<file path="src/rtl/serial_adder.sv">
// rtl/serial_adder.sv - bit-serial add/subtract unit, K bits per cycle, start/busy/done handshake
module serial_adder #(
   parameter int WIDTH          = 8,
   parameter int BITS_PER_CYCLE = 1
) (
   input  logic             clk,
   input  logic             rst,
   input  logic             start,
   input  logic             sub,
   input  logic [WIDTH-1:0] a,
   input  logic [WIDTH-1:0] b,
   input  logic             cin,
   output logic             busy,
   output logic             done,
   output logic [WIDTH-1:0] sum,
   output logic             cout,
   output logic             ovf
);

   localparam int K  = BITS_PER_CYCLE;
   localparam int N  = WIDTH / K;
   localparam int CW = (N > 1) ? $clog2(N) : 1;

   if (WIDTH < 2 || (WIDTH % BITS_PER_CYCLE) != 0) begin : g_param_check
      $error("serial_adder: WIDTH must be >= 2 and a multiple of BITS_PER_CYCLE");
   end

   typedef enum logic [1:0] {
      S_IDLE = 2'd0,
      S_RUN  = 2'd1,
      S_DONE = 2'd2
   } state_t;

   state_t           r_state;
   state_t           w_state_next;
   logic [WIDTH-1:0] r_opa;
   logic [WIDTH-1:0] r_opb;
   logic [WIDTH-1:0] r_res;
   logic             r_carry;
   logic [CW-1:0]    r_cnt;
   logic [WIDTH-1:0] r_sum;
   logic             r_cout;
   logic             r_ovf;

   logic [K-1:0]     w_slice_sum;
   logic             w_slice_cout;
   logic             w_msb_cin;
   logic [WIDTH-1:0] w_res_next;
   logic             w_accept;
   logic             w_last;

   // K-bit ripple slice; w_msb_cin is the carry into the slice's top bit,
   // which on the final slice is the carry into the operand MSB.
   always_comb begin
      w_slice_sum  = '0;
      w_slice_cout = r_carry;
      w_msb_cin    = r_carry;
      for (int i = 0; i < K; i++) begin
         w_msb_cin      = w_slice_cout;
         w_slice_sum[i] = r_opa[i] ^ r_opb[i] ^ w_slice_cout;
         w_slice_cout   = (r_opa[i] & r_opb[i]) | (w_slice_cout & (r_opa[i] ^ r_opb[i]));
      end
   end

   if (K == WIDTH) begin : g_res_full
      assign w_res_next = w_slice_sum;
   end else begin : g_res_shift
      assign w_res_next = {w_slice_sum, r_res[WIDTH-1:K]};
   end

   assign w_accept = start && (r_state != S_RUN);
   assign w_last   = (r_cnt == CW'(N - 1));

   always_comb begin
      w_state_next = r_state;
      case (r_state)
         S_IDLE:  if (w_accept) w_state_next = S_RUN;
         S_RUN:   if (w_last) w_state_next = S_DONE;
         S_DONE:  w_state_next = w_accept ? S_RUN : S_IDLE;
         default: w_state_next = S_IDLE;
      endcase
   end

   always_ff @(posedge clk) begin
      if (rst) begin
         r_state <= S_IDLE;
         r_opa   <= '0;
         r_opb   <= '0;
         r_res   <= '0;
         r_carry <= 1'b0;
         r_cnt   <= '0;
         r_sum   <= '0;
         r_cout  <= 1'b0;
         r_ovf   <= 1'b0;
      end else begin
         r_state <= w_state_next;
         if (w_accept) begin
            r_opa   <= a;
            r_opb   <= sub ? ~b : b;
            r_carry <= sub ? ~cin : cin;
            r_cnt   <= '0;
         end else if (r_state == S_RUN) begin
            r_opa   <= r_opa >> K;
            r_opb   <= r_opb >> K;
            r_res   <= w_res_next;
            r_carry <= w_slice_cout;
            r_cnt   <= r_cnt + CW'(1);
            // Result registers change only on completion so a new start leaves them intact.
            if (w_last) begin
               r_sum  <= w_res_next;
               r_cout <= w_slice_cout;
               r_ovf  <= w_slice_cout ^ w_msb_cin;
            end
         end
      end
   end

   assign busy = (r_state == S_RUN);
   assign done = (r_state == S_DONE);
   assign sum  = r_sum;
   assign cout = r_cout;
   assign ovf  = r_ovf;

endmodule

</file>
<file path="config.mk">
export PLATFORM = sky130hd
export DESIGN_NAME = serial_adder
export DESIGN_NICKNAME = d
export VERILOG_FILES = /design/src/rtl/serial_adder.sv
export SDC_FILE = /design/constraint.sdc
export NUM_CORES = 1
export LEC_CHECK = 0
export ABC_AREA = 0
export BUFFER_PORTS_ARGS = -buffer_cell sky130_fd_sc_hd__buf_2
export CORE_MARGIN = 2
export CORE_UTILIZATION = 57
export CTS_CLUSTER_DIAMETER = 50
export DETAILED_ROUTE_END_ITERATION = 10
export PLACE_DENSITY = 0.86
export SETUP_SLACK_MARGIN = 0.3
export SYNTH_ARGS = -nofsm -noshare
export SYNTH_HDL_FRONTEND = slang
export SYNTH_SLANG_ARGS = --single-unit
</file>
<file path="constraint.sdc">
create_clock -name clk -period 3.8 [get_ports clk]
set_clock_uncertainty 0.15 [all_clocks]
set_input_delay 0 -clock clk [delete_from_list [all_inputs] [get_ports clk]]
set_output_delay 0 -clock clk [all_outputs]
set_load 0.02 [all_outputs]
</file>
==> results.py <==
metrics = {
    "power_and_ir_drop": {
        "power_per_cell_area_mw_per_mm2": 411,
        "ir_drop_mv": 0.432,
        "leakage_uw": 0.000855,
    },
    "detailed_routing": {
        "vias": 1400,
        "wl_per_cell_um": 12.2,
        "routed_wl_um": 3220,
        "drtAntennaViolNets": 0,
        "via_per_inst": 5.28,
        "first_pass_iters": 4,
        "drc": 0,
        "drt_iter0_drc": 38,
    },
    "clock_tree": {
        "clkLatencyLatePin_ns": 0.33,
        "cts-buffers-inserted": 5,
        "ctsResizeCount": 0,
        "cts_htree_levels": 2,
        "tritoncts": "done",
        "cts_num_sinks": 39,
        "post-cts-setup-buffers": 0,
        "cts-hold-fix-buffers": 17,
        "path_clk_slew_ns": 0.12,
        "clockRootBuffer": "clkbuf_4",
        "cts_buffer_depth": 2,
    },
    "global_route": {
        "grt_use_total": 0.215,
        "antenna_found_initial": 0,
        "grt_pass1_wl_um": 5590,
        "grt_pass1_vias": 1335,
        "grt_max_degree": 40,
        "grt-ovfl-total": 0,
    },
    "min_path": {
        "min-delay-start": "sub",
        "min_path_type": "input port to flop",
    },
    "die": {
        "fp-row-count": 19,
        "die_y_um": 58.1,
        "fp.dieArea_mm2": 0.00338,
        "design.core.area_mm2": 0.00276,
        "start_util": 0.605,
        "ioPinCount": 33,
        "dieWidth_um": 58.1,
    },
    "setup_path": {
        "worstPathRequired_ns": 3.65,
        "cp_num_buf_inv": 2,
        "path_max_fanout": 29,
        "cp_top_family": "buffers and inverters",
        "cp_slowest_cell": "nand2b_1",
        "slowest_delay_ns": 0.69,
        "cp-startpoint": "r_state[1]",
        "crit_chain": "nand2b_1, inv_2, buf_2",
        "start_kind": "flop",
        "worst-setup-path-type": "flop to output pin",
        "endpoint_kind": "output pin",
        "cp.arrival_ns": 2.09,
        "reg2reg_from": "r_state[1]",
    },
    "finish": {
        "layout_common_cells": "nand2_1 (42), dfxtp_1 (39), buf_2 (32)",
        "mostFrequentLayoutCell": "nand2_1",
        "drive_gt1_frac": 0.179,
        "fin_util": 0.739,
        "synthToLayoutAreaGrowth_pct": 22.0,
        "diodes": 0,
        "fill_cells": 208,
        "nNetsFinal": 257,
    },
    "yosys": {
        "synth_nets": 216,
        "yosysUniqueCellTypes": 24,
        "yosys_warnings": 0,
        "ys_seq_elements": 39,
        "synth_top_area_share": 0.468,
        "synthTopCellsByArea": "dfxtp_1 (47%), nand2_1 (9.4%), a21oi_1 (8.1%)",
        "syn-mean-instance-area_um2": 8.69,
        "seq_area_frac_synth": 0.468,
        "synthCells": 192,
        "yosysTopAreaCell": "dfxtp_1",
        "syn_area_mm2": 0.00167,
    },
    "timing": {
        "max_freq_mhz": 447,
        "rsz0062_at_grt": "no",
        "fin_ws_ns": 1.56,
        "maxSlewHeadroom": 0.413,
        "period_needed_ns": 2.24,
        "finalCritPeriodShare": 0.589,
        "worst_pin_slew_ns": 0.881,
        "hold-worst-slack_ns": 0.0270,
        "final_max_slew_viol_count": 0,
        "fin_tns_setup_ns": 0,
        "setup_violations": 0,
        "hold_violations": 0,
    },
    "job": {
        "cap_violations": 0,
    },
    "placed_design": {
        "finalWeightedCongestion": 0.741,
        "dpl.hpwl_um": 1920,
        "portBuffers": 32,
        "place_ws_ns": 1.69,
    },
    "outcome": {
        "status": "finished, final reports clean",
    },
}
-- tightest hold or removal path: stages --
cell       delay [ns]
buf_2            0.18
xnor2_1          0.21
a2111oi_2        0.07
-- cell type report --
cell class	instances	area, um2	share of cell area
Multi-Input combinational cell	136	793	0.389
Tap cell	31	38.8	0.0190
Clock buffer	6	51.3	0.0252
Inverter	2	7.51	0.00369
Clock inverter	2	35.0	0.0172
Sequential cell	39	781	0.383
Timing Repair Buffer	49	330	0.162
-- sequential cells by signal, indices dropped and copies added (netlist names) --
signal   count
r_opa        8
r_opb        8
sum          8
r_res        7
r_cnt        3
r_state      2
cout         1
ovf          1
r_carry      1
-- path summary, 6_finish.rpt --
path                            cells after the start  slack, ns  endpoint
worst max-delay path                                3       1.56      busy
worst min-delay path                                3       0.03  r_opb[7]
worst max register to register                      4       1.61  r_opb[0]
worst min register to register                      2       0.31    sum[1]
-- per-stage QoR --
| step | total power, uW | cell area, um2 | std cells |
|---|---|---|---|
| 5_1_grt | 869 | 2040 | 265 |
| 3_3_place_gp | 541 | 1780 | 240 |
| 2_1_floorplan | 526 | 1670 | 192 |
| 4_1_cts | 838 | 2040 | 265 |
| 3_5_place_dp | 544 | 1780 | 240 |
| 6_report | 837 | 2040 | 265 |
-- routing by layer --
layer / up-vias / wire length, um / GRT usage
met2: 22 / 1590 / 0.375
met5: - / 0 / 0
met4: 0 / 48 / 0.0797
met3: 6 / 104 / 0.0580
met1: 647 / 1480 / 0.251
li1: 725 / - / -
-- logic make-up (layout without fill, tap and decap cells) --
group	Yosys count	count (layout)	share of synthesized area
AO/OA/AOI/OAI	45	45	0.173
multiplexers	8	8	0.0480
XOR/XNOR	10	10	0.0525
AND/OR/NAND/NOR	70	70	0.175
buffers and inverters	17	59	0.0570
flip-flops	39	39	0.468
adder cells (fa/ha/maj)	3	3	0.0270
-- power by group --
group / leakage [uW] / internal (uW) / total (uW) / switching (uW)
Clock: 0.0000482 / 156 / 286 / 131
Combinational: 0.000488 / 53.9 / 110 / 56.0
Sequential: 0.000318 / 428 / 441 / 12.5
-- Yosys cell counts (all sizes together) --
| cell type | n |
|---|---|
| a2111oi | 1 |
| a211o | 8 |
| a211oi | 8 |
| a21oi | 27 |
| a2bb2oi | 1 |
| and3b | 1 |
| buf | 13 |
| clkbuf | 2 |
| dfxtp | 39 |
| fa | 1 |
| ha | 2 |
| inv | 2 |
| mux2i | 8 |
| nand2 | 42 |
| nand2b | 2 |
| nand3b | 4 |
| nor2 | 19 |
| nor2b | 1 |
| nor3 | 1 |
| xnor2 | 10 |
No activity file was read; power rests on OpenSTA's default activity.
